**config.mk**
```make
export PLATFORM = sky130hd
export DESIGN_NAME = sync_counter_ctrl_flat
export DESIGN_NICKNAME = d
export VERILOG_FILES = /design/src/rtl/sync_counter_ctrl_if.sv /design/src/rtl/sync_counter_ctrl.sv /design/src/flat_wrapper.sv
export SDC_FILE = /design/constraint.sdc
export NUM_CORES = 1
export LEC_CHECK = 0
export ABC_AREA = 0
export BUFFER_PORTS_ARGS = -buffer_cell sky130_fd_sc_hd__buf_4
export CELL_PAD_IN_SITES_DETAIL_PLACEMENT = 1
export CELL_PAD_IN_SITES_GLOBAL_PLACEMENT = 2
export CORE_ASPECT_RATIO = 1.4
export CORE_UTILIZATION = 28
export CTS_CLUSTER_DIAMETER = 30
export CTS_CLUSTER_SIZE = 12
export DETAILED_ROUTE_END_ITERATION = 16
export PLACE_DENSITY_LB_ADDON = 0.1
export SKIP_LAST_GASP = 1
export SYNTH_ARGS = -nofsm -noshare
export SYNTH_HDL_FRONTEND = slang
export SYNTH_SLANG_ARGS = --single-unit
export TNS_END_PERCENT = 30
```
**constraint.sdc**
```tcl
create_clock -name clk -period 2 [get_ports clk]
set_input_delay 0.4 -clock clk [delete_from_list [all_inputs] [get_ports clk]]
set_output_delay 0.4 -clock clk [all_outputs]
set_load 0.03 [all_outputs]
```
**src/rtl/sync_counter_ctrl_if.sv**
```systemverilog
// sync_counter_ctrl_if
//   Command channel between a bus-side requester and sync_counter_ctrl.
//   Ports (signals):
//     req_valid  - command present (requester -> controller)
//     req_ready  - controller can accept a command (controller -> requester)
//     req_load   - preload counter before counting
//     req_value  - preload value, WIDTH bits
//     req_up     - 1 = count up, 0 = count down
//     req_steps  - number of enable cycles, WIDTH bits, 0 is legal
//   Modports: master (requester side), slave (controller side).
interface sync_counter_ctrl_if #(
  parameter int WIDTH = 4
);
  logic             req_valid;
  logic             req_ready;
  logic             req_load;
  logic [WIDTH-1:0] req_value;
  logic             req_up;
  logic [WIDTH-1:0] req_steps;

  modport master (
    output req_valid,
    output req_load,
    output req_value,
    output req_up,
    output req_steps,
    input  req_ready
  );

  modport slave (
    input  req_valid,
    input  req_load,
    input  req_value,
    input  req_up,
    input  req_steps,
    output req_ready
  );
endinterface

```
**src/rtl/sync_counter_ctrl.sv**
```systemverilog
// sync_counter_ctrl
//   Command-driven sequencer for a WIDTH-bit synchronous counter datapath.
//   Accepts {load, value, up, steps} over a valid/ready channel, optionally
//   preloads the counter for one cycle, then enables it for exactly 'steps'
//   cycles and reports completion, abort and rollover.
//   Ports:
//     clk, rst   - rising-edge clock, asynchronous active-high reset
//     req        - command channel (slave side), req_ready high only in IDLE
//     abort      - stop an active run (honoured only in RUN)
//     cnt_q      - registered counter value from the datapath
//     cnt_ld     - counter load strobe, cnt_d = load data
//     cnt_en     - counter enable (gated combinationally by abort)
//     cnt_up     - counter direction (1 in IDLE)
//     busy       - high in any state other than IDLE
//     done       - one-cycle completion pulse, aborted qualifies it
//     wrap       - one-cycle pulse the cycle after an enabled rollover
module sync_counter_ctrl #(
  parameter int WIDTH = 4
) (
  input  logic             clk,
  input  logic             rst,
  sync_counter_ctrl_if.slave req,
  input  logic             abort,
  input  logic [WIDTH-1:0] cnt_q,
  output logic             cnt_ld,
  output logic [WIDTH-1:0] cnt_d,
  output logic             cnt_en,
  output logic             cnt_up,
  output logic             busy,
  output logic             done,
  output logic             aborted,
  output logic             wrap
);

  typedef enum logic [1:0] {
    ST_IDLE = 2'd0,
    ST_LOAD = 2'd1,
    ST_RUN  = 2'd2,
    ST_DONE = 2'd3
  } state_t;

  localparam logic [WIDTH-1:0] ZERO     = {WIDTH{1'b0}};
  localparam logic [WIDTH-1:0] ONE      = WIDTH'(1);
  localparam logic [WIDTH-1:0] ALL_ONES = {WIDTH{1'b1}};

  state_t           state_r;
  state_t           state_s;
  logic [WIDTH-1:0] steps_r;
  logic [WIDTH-1:0] steps_s;
  logic [WIDTH-1:0] value_r;
  logic             up_r;
  logic             abort_r;
  logic             abort_s;
  logic             wrap_r;
  logic             accept_s;
  logic             cnt_en_s;

  // True when an enabled count from q in the given direction rolls over.
  function automatic logic is_rollover(input logic up, input logic [WIDTH-1:0] q);
    if (up) begin
      is_rollover = (q == ALL_ONES);
    end else begin
      is_rollover = (q == ZERO);
    end
  endfunction

  assign accept_s = req.req_valid && (state_r == ST_IDLE);

  // Abort removes the enable in the very cycle it is seen, so an aborted
  // run issues no count in the abort cycle.
  assign cnt_en_s = (state_r == ST_RUN) && !abort;

  assign req.req_ready = (state_r == ST_IDLE);
  assign busy          = (state_r != ST_IDLE);
  assign cnt_ld        = (state_r == ST_LOAD);
  assign cnt_d         = (state_r == ST_LOAD) ? value_r : ZERO;
  assign cnt_en        = cnt_en_s;
  assign cnt_up        = (state_r == ST_IDLE) ? 1'b1 : up_r;
  assign done          = (state_r == ST_DONE);
  assign aborted       = (state_r == ST_DONE) && abort_r;
  assign wrap          = wrap_r;

  // State, step counter and abort flag registers.
  always_ff @(posedge clk or posedge rst) begin
    if (rst) begin
      state_r <= ST_IDLE;
      steps_r <= ZERO;
      abort_r <= 1'b0;
    end else begin
      state_r <= state_s;
      steps_r <= steps_s;
      abort_r <= abort_s;
    end
  end

  // Next-state logic; the step register counts down remaining enables.
  always_comb begin
    state_s = state_r;
    steps_s = steps_r;
    abort_s = abort_r;
    case (state_r)
      ST_IDLE: begin
        if (accept_s) begin
          steps_s = req.req_steps;
          abort_s = 1'b0;
          if (req.req_load) begin
            state_s = ST_LOAD;
          end else if (req.req_steps != ZERO) begin
            state_s = ST_RUN;
          end else begin
            state_s = ST_DONE;
          end
        end else begin
          state_s = ST_IDLE;
        end
      end
      ST_LOAD: begin
        if (steps_r != ZERO) begin
          state_s = ST_RUN;
        end else begin
          state_s = ST_DONE;
        end
      end
      ST_RUN: begin
        if (abort) begin
          abort_s = 1'b1;
          state_s = ST_DONE;
        end else begin
          steps_s = steps_r - ONE;
          // Leaving on the cycle the register holds 1 gives exactly
          // 'steps' enable cycles.
          if (steps_r == ONE) begin
            state_s = ST_DONE;
          end else begin
            state_s = ST_RUN;
          end
        end
      end
      ST_DONE: begin
        state_s = ST_IDLE;
      end
      default: begin
        state_s = ST_IDLE;
      end
    endcase
  end

  // Capture preload value and direction of an accepted command.
  always_ff @(posedge clk or posedge rst) begin
    if (rst) begin
      value_r <= ZERO;
      up_r    <= 1'b1;
    end else if (accept_s) begin
      value_r <= req.req_value;
      up_r    <= req.req_up;
    end else begin
      value_r <= value_r;
      up_r    <= up_r;
    end
  end

  // Rollover detect: registered, so it pulses the cycle after the count.
  always_ff @(posedge clk or posedge rst) begin
    if (rst) begin
      wrap_r <= 1'b0;
    end else begin
      wrap_r <= cnt_en_s && is_rollover(up_r, cnt_q);
    end
  end

endmodule

```
**src/flat_wrapper.sv**
```systemverilog
// flat-port wrapper written by rule: the top's interface ports become plain ports
module sync_counter_ctrl_flat 
#(
  parameter int WIDTH = 4
)
  (clk, rst, abort, cnt_q, cnt_ld, cnt_d, cnt_en, cnt_up, busy, done, aborted, wrap, req_req_valid, req_req_load, req_req_value, req_req_up, req_req_steps, req_req_ready);
  sync_counter_ctrl_if #(.WIDTH(WIDTH)) req_i ();
  input  logic clk;
  input  logic rst;
  input  logic abort;
  input  logic [WIDTH-1:0] cnt_q;
  output logic cnt_ld;
  output logic [WIDTH-1:0] cnt_d;
  output logic cnt_en;
  output logic cnt_up;
  output logic busy;
  output logic done;
  output logic aborted;
  output logic wrap;
  input wire logic [$bits(req_i.req_valid)-1:0] req_req_valid;
  input wire logic [$bits(req_i.req_load)-1:0] req_req_load;
  input wire logic [$bits(req_i.req_value)-1:0] req_req_value;
  input wire logic [$bits(req_i.req_up)-1:0] req_req_up;
  input wire logic [$bits(req_i.req_steps)-1:0] req_req_steps;
  output wire logic [$bits(req_i.req_ready)-1:0] req_req_ready;
  assign req_i.req_valid = req_req_valid;
  assign req_i.req_load = req_req_load;
  assign req_i.req_value = req_req_value;
  assign req_i.req_up = req_req_up;
  assign req_i.req_steps = req_req_steps;
  assign req_req_ready = req_i.req_ready;
  sync_counter_ctrl #(.WIDTH(WIDTH)) u_core (.clk(clk), .rst(rst), .req(req_i), .abort(abort), .cnt_q(cnt_q), .cnt_ld(cnt_ld), .cnt_d(cnt_d), .cnt_en(cnt_en), .cnt_up(cnt_up), .busy(busy), .done(done), .aborted(aborted), .wrap(wrap));
endmodule
```
==> results of run 1 <==
## registers in the layout, summed over array words and instances, names as in the netlist
signal	flops
u_core.steps_r	4
u_core.value_r	4
u_core.state_r	2
u_core.abort_r	1
u_core.up_r	1
u_core.wrap	1
## stage by stage
step                util [%]  area, sq um  worst slack [ns]  power, mW  hold WS, ns
floorplan                  -          779             0.157       1.03        0.276
global placement        39.6         1050             0.355       1.29        0.479
detailed placement      39.6         1050             0.254       1.31        0.482
CTS                     40.6         1070            0.0730       1.49        0.171
global route            40.7         1070            0.0332       1.59        0.199
finish                  40.7         1070             0.154       1.47        0.141
## final timing paths
path,slack (ns),endpoint,depth (start not counted)
max,0.15,cnt_en,4
min,0.14,u_core.steps_r[1],2
max reg2reg,0.31,u_core.steps_r[3],5
min reg2reg,0.50,u_core.value_r[1],1
max in group asynchronous,1.50,u_core.up_r,2
min in group clk,0.29,u_core.state_r[1],2
## power breakdown
part | switching (mW) | internal [mW] | leakage (nW)
Clock | 0.0950 | 0.0777 | 0.0150
Sequential | 0.0863 | 0.389 | 0.157
Combinational | 0.457 | 0.366 | 0.360
## worst register-to-register path, cell delays in order, from the launching register on
cell and delay (ns):
dfrtp_1 0.41, inv_1 0.10, ha_1 0.29, and4b_1 0.23, a31o_1 0.19, or3b_1 0.37
## cells by family after synthesis
logic type / after synthesis
simple gates: 25
flops: 13
mux: 10
fa+ha+maj: 7
buf+inv: 9
compound gates: 12
## layout by cell type (no fill, tap or decap), drive strengths merged
cell and instances:
or2 1, mux2 5, nand2 2, o22ai 1
o2bb2ai 1, and2 7, and4b 1, ha 7
nor4 2, o21ai 4, clkbuf 4, a22o 1
buf 30, or3b 1, dfrtp 12, dfstp 1
a21oi 3, nor2b 2, nand2b 1, inv 8
a2bb2oi 1, nor2 3, or3 1, nor3 1
or4 1, mux2i 5, nand3 1, nand4 1
a31o 1
## what timing repair did
item	4_1_cts	5_1_grt
hold buffers	0	0
resized for setup	0	1
endpoints found under the setup margin	0	1
endpoints found under the hold margin	0	0
## layout make-up
class | instances | area [sq um] | share of cell area [%]
multi-input cells | 54 | 422 | 39.2
flip-flops and latches | 13 | 327 | 30.4
repair buffers | 30 | 225 | 21.0
well taps | 36 | 45.0 | 4.19
inverters | 8 | 30.0 | 2.79
clock buffers | 4 | 26.3 | 2.44
## routing by layer
metal  up-vias  GRT usage, %
li1        332             -
met1       341          18.1
met2        22          25.9
met3         7          1.67
met4         0          9.93
met5         -             0
==> results.yml, run 1 <==
outcome:
  status: "finished clean"
global_routing:
  grtUsageTotal_pct: 15.6
  grt_pass1_vias: 714
  grt_max_degree: 14
  grt_pass1_wl_microns: 3240
  antenna_found_initial: 0
  overflow: 0
cts:
  cts_setup_buffers: 0
  htreeDepth: 1
  numCtsBuffers: 3
  clk_latency_ns: 0.29
  tritoncts: "yes"
  max-clock-path-buffers: 2
  clk_pin_slew_ns: 0.09
  cts-root-buf: "clkbuf_4"
  clock-sinks: 13
worst_setup_path:
  critPathTopFamily: "flip-flops"
  crit_start: "u_core.state_r[0]"
  crit_arrival_ns: 1.45
  crit_path_start_kind: "flop"
  crit_chain: "inv_1 > ha_1 > nor2b_1 > buf_4"
  crit_path_max_fanout: 7
  crit_path_end_kind: "output pin"
  worstPathRequired_ns: 1.60
  crit_type: "flop to output pin"
  r2r-start: "u_core.state_r[0]"
  cp_num_buf_inv: 2
  slowest_delay_ns: 0.41
  cp_slowest_cell: "dfrtp_1"
detailed_routing:
  first_iter_violations: 12
  wl_per_cell_microns: 13.8
  drtAntennaViolNets: 0
  top_layer: "met4"
  drt-total-wl_microns: 2000
  dr_total_vias: 702
  viasPerCell: 4.84
  met3WireLength_microns: 63
  drc: 0
  wl_met2_microns: 1070
  wl_met1_microns: 801
  drt-pass1-iter-count: 4
yosys:
  synth_fa_ha_area_share_pct: 11.2
  avgSynthCellArea_sq_um: 10.3
  synthTopCellsByArea: "dfrtp_1, ha_1, mux2_2"
  synth.most_common_cell: "dfrtp_1"
  synth_edf_count: 0
  yosysWarnings: 0
  synth_largest_area_cell: "dfrtp_1"
  synth-simple-area-share_pct: 19.1
  synth_top_family_by_area: "simple AND/OR/NAND/NOR gates"
  synth_fp_nets: 101
  yosysUniqueCellTypes: 28
  synth_xor_xnor_area_share_pct: 0
  yosysSeqAreaShare_pct: 41.9
  synth_compound_area_share_pct: 9.79
  synthMuxAreaShare_pct: 13.6
  synth_seq_cells: 13
  synth_top_cells_by_count: "dfrtp_1, inv_1, and2_1, ha_1"
  synth_area_sq_um: 779
  syn_inst: 76
  netlist.area_leader.share_pct: 38.5
  synthArstFlopShare_pct: 100
  synth-main-ff-cell: "dfrtp_1"
timing:
  finalCritPeriodShare_pct: 92.3
  slew_viol_final: 0
  slew-limit-headroom_pct: 64.5
  max_freq_ghz: 0.542
  skew_ns: 0.00952
  rsz0062_at_grt: "false"
  finalSetupViolations: 0
  timing.final.crit_period_ns: 1.85
  tns_ns: 0
  worstMarginPinSlew_ns: 0.532
  finalHoldViolCount: 0
min_path:
  min_path_type: "input pin to async pin"
flow_run:
  max-cap-violations: 0
layout:
  num_antenna_cells: 0
  final_cells: 145
  layout-drive-gt1-share_pct: 37.6
  syn_to_final_growth_pct: 37.9
  fillCellCount: 325
  nets: 135
place:
  hpwl_microns: 1590
  gp_congestion: 0.680
  placed_cells: 141
  portBuffers: 29
floorplan:
  core_area_sq_um: 2640
  dieHeight_microns: 64.4
  start_util_pct: 29.5
  die_area_sq_um: 3000
  ioPinCount: 30
  rows: 22
  chipWidth_microns: 46.6
power:
  leakage_nw: 0.531
  ir_drop_v: 0.000507
  p_per_area_nw_per_um2: 1370
(Power assumes the default switching activity.)
==> run 2, diff against run 1 <==
--- a/config.mk
+++ b/config.mk
@@ -11,10 +11,10 @@
 export CELL_PAD_IN_SITES_GLOBAL_PLACEMENT = 2
 export CORE_ASPECT_RATIO = 1.4
 export CORE_UTILIZATION = 28
-export CTS_CLUSTER_DIAMETER = 30
+export CTS_CLUSTER_DIAMETER = 40
 export CTS_CLUSTER_SIZE = 12
 export DETAILED_ROUTE_END_ITERATION = 16
-export PLACE_DENSITY_LB_ADDON = 0.1
+export PLACE_DENSITY = 0.75
 export SKIP_LAST_GASP = 1
 export SYNTH_ARGS = -nofsm -noshare
 export SYNTH_HDL_FRONTEND = slang
==> run 2 against run 1 <==
Compared with the run above:
- utilization is 0.28 points lower
- register-to-register slack got worse by 0.06 ns
- largest power group unchanged
- highest routed layer unchanged
- critical endpoint is now cnt_up
- clock power down 6%
- sequential power decreased by 1%
==> results.yml, run 2 (synthesized netlist as in run 1, its figures left out) <==
outcome:
  status: "finished clean"
layout:
  layout-drive-gt1-share_pct: 37.0
  layout_common_cells: "buf_4, dfrtp_1, inv_1"
  num_antenna_cells: 0
  final_common_cell: "buf_4"
  syn_to_final_growth_pct: 36.9
  stdcell_area_sq_um: 1070
  nets: 134
  reg_top3: "u_core.steps_r (4), u_core.value_r (4), u_core.state_r (2)"
cts:
  numCtsBuffers: 3
  clock-sinks: 13
  htreeDepth: 1
  cts_setup_buffers: 0
  clk_pin_slew_ns: 0.09
  cts-root-buf: "clkbuf_4"
  tritoncts: "yes"
  clk_latency_ns: 0.28
  max-clock-path-buffers: 2
  cts_hold_buffers: 0
power:
  netSwitchingFraction_pct: 43.2
  p_clk_share_pct: 11.3
  p_switching_mw: 0.625
  intPower_mw: 0.823
  pwr-share-seq_pct: 32.4
  p_per_area_nw_per_um2: 1360
  leakage_nw: 0.526
  ir_drop_v: 0.000439
  combPwrFrac_pct: 56.3
global_routing:
  grt_max_degree: 15
  grtUsageTotal_pct: 14.6
  antenna_found_initial: 0
  grt_pass1_wl_microns: 3170
  overflow: 0
  grt_pass1_vias: 704
timing:
  timing.final.crit_period_ns: 1.91
  slew_viol_final: 0
  rsz0062_at_grt: "true"
  max_freq_ghz: 0.523
  finalHoldViolCount: 0
  skew_ns: 0.00983
  worstMarginPinSlew_ns: 0.521
  finalSetupViolations: 0
  whs_ns: 0.153
  finalCritPeriodShare_pct: 95.5
  slew-limit-headroom_pct: 65.3
flow_run:
  max-cap-violations: 0
floorplan:
  rows: 22
  core_area_sq_um: 2640
  ioPinCount: 30
  start_util_pct: 29.5
  dieHeight_microns: 64.4
  die_area_sq_um: 3000
  chipWidth_microns: 46.6
worst_setup_path:
  worstPathRequired_ns: 1.60
  crit_path_max_fanout: 7
  crit_path_end_kind: "output pin"
  crit_path_start_kind: "flop"
  crit_type: "flop to output pin"
  crit_arrival_ns: 1.51
detailed_routing:
  drtAntennaViolNets: 0
  drt-pass1-iter-count: 4
  viasPerCell: 4.73
  drc: 0
  first_iter_violations: 3
  drt-total-wl_microns: 1910
  dr_total_vias: 681
  wl_per_cell_microns: 13.3
place:
  gp_congestion: 0.692
  place_area_sq_um: 1040
  hpwl_microns: 1530
  portBuffers: 29
min_path:
  min_path_type: "input pin to async pin"
==> run 2: changes by cell type in the layout (fill, tap and decap cells not counted), sizes merged <==
cell and change:
buf -1
==> run 2: cell type report <==
cell class                 instances  area (sq um)
fill                             319          1580
clock buffer                       4          26.3
multi-input combinational         54           422
inverter                           8          30.0
sequential                        13           327
tap                               36          45.0
timing repair buffer              29           218
==> run 2: metal layers <==
layer	GRT usage, %	vias to the layer above	wire length [microns]
met1	17.4	328	800
li1	-	329	-
met3	1.95	4	78
met5	0	-	0
met4	6.62	0	31
met2	24.7	20	1000
==> run 2: stage by stage <==
| stage | setup WS (ns) | utilization (%) | power (mW) | TNS, ns | cells |
|---|---|---|---|---|---|
| finish | 0.0897 | 40.4 | 1.45 | 0 | 144 |
| global route | -0.00204 | 40.4 | 1.57 | -0.00204 | 144 |
| global placement | 0.234 | 39.3 | 1.27 | 0 | 140 |
| detailed placement | 0.163 | 39.3 | 1.30 | 0 | 140 |
| floorplan | 0.157 | - | 1.03 | 0 | 76 |
| CTS | 0.0507 | 40.4 | 1.47 | 0 | 144 |
==> run 2: path summary, 6_finish.rpt <==
kind	endpoint	slack, ns	depth (start not counted)	startpoint
max in group asynchronous	u_core.up_r	1.48	2	rst
min in group clk	u_core.state_r[1]	0.29	2	req_req_load
worst min-delay path	u_core.state_r[0]	0.15	2	rst
worst max register to register	u_core.steps_r[3]	0.25	5	u_core.state_r[0]
worst max-delay path	cnt_up	0.09	4	u_core.state_r[0]
worst min register to register	u_core.value_r[0]	0.50	1	u_core.value_r[0]
==> run 2: what timing repair did <==
action	in CTS	in global routing
resized for setup	1	0
endpoints found under the setup margin	1	1
hold endpoints to repair	0	0
==> run 2: worst max-delay path, cell delays in order, from the launching register on <==
cell     delay (ns)
dfrtp_1        0.38
inv_1          0.08
ha_1           0.30
or2_2          0.30
buf_4          0.17
==> run 2: power by group through the flow <==
| stage | logic, mW | registers, mW | clock network (mW) |
|---|---|---|---|
| detailed placement | 0.824 | 0.475 | 0 |
| global route | 0.897 | 0.486 | 0.184 |
| finish | 0.815 | 0.469 | 0.163 |
| global placement | 0.800 | 0.469 | 0 |
| CTS | 0.828 | 0.471 | 0.175 |
| floorplan | 0.583 | 0.450 | 0 |
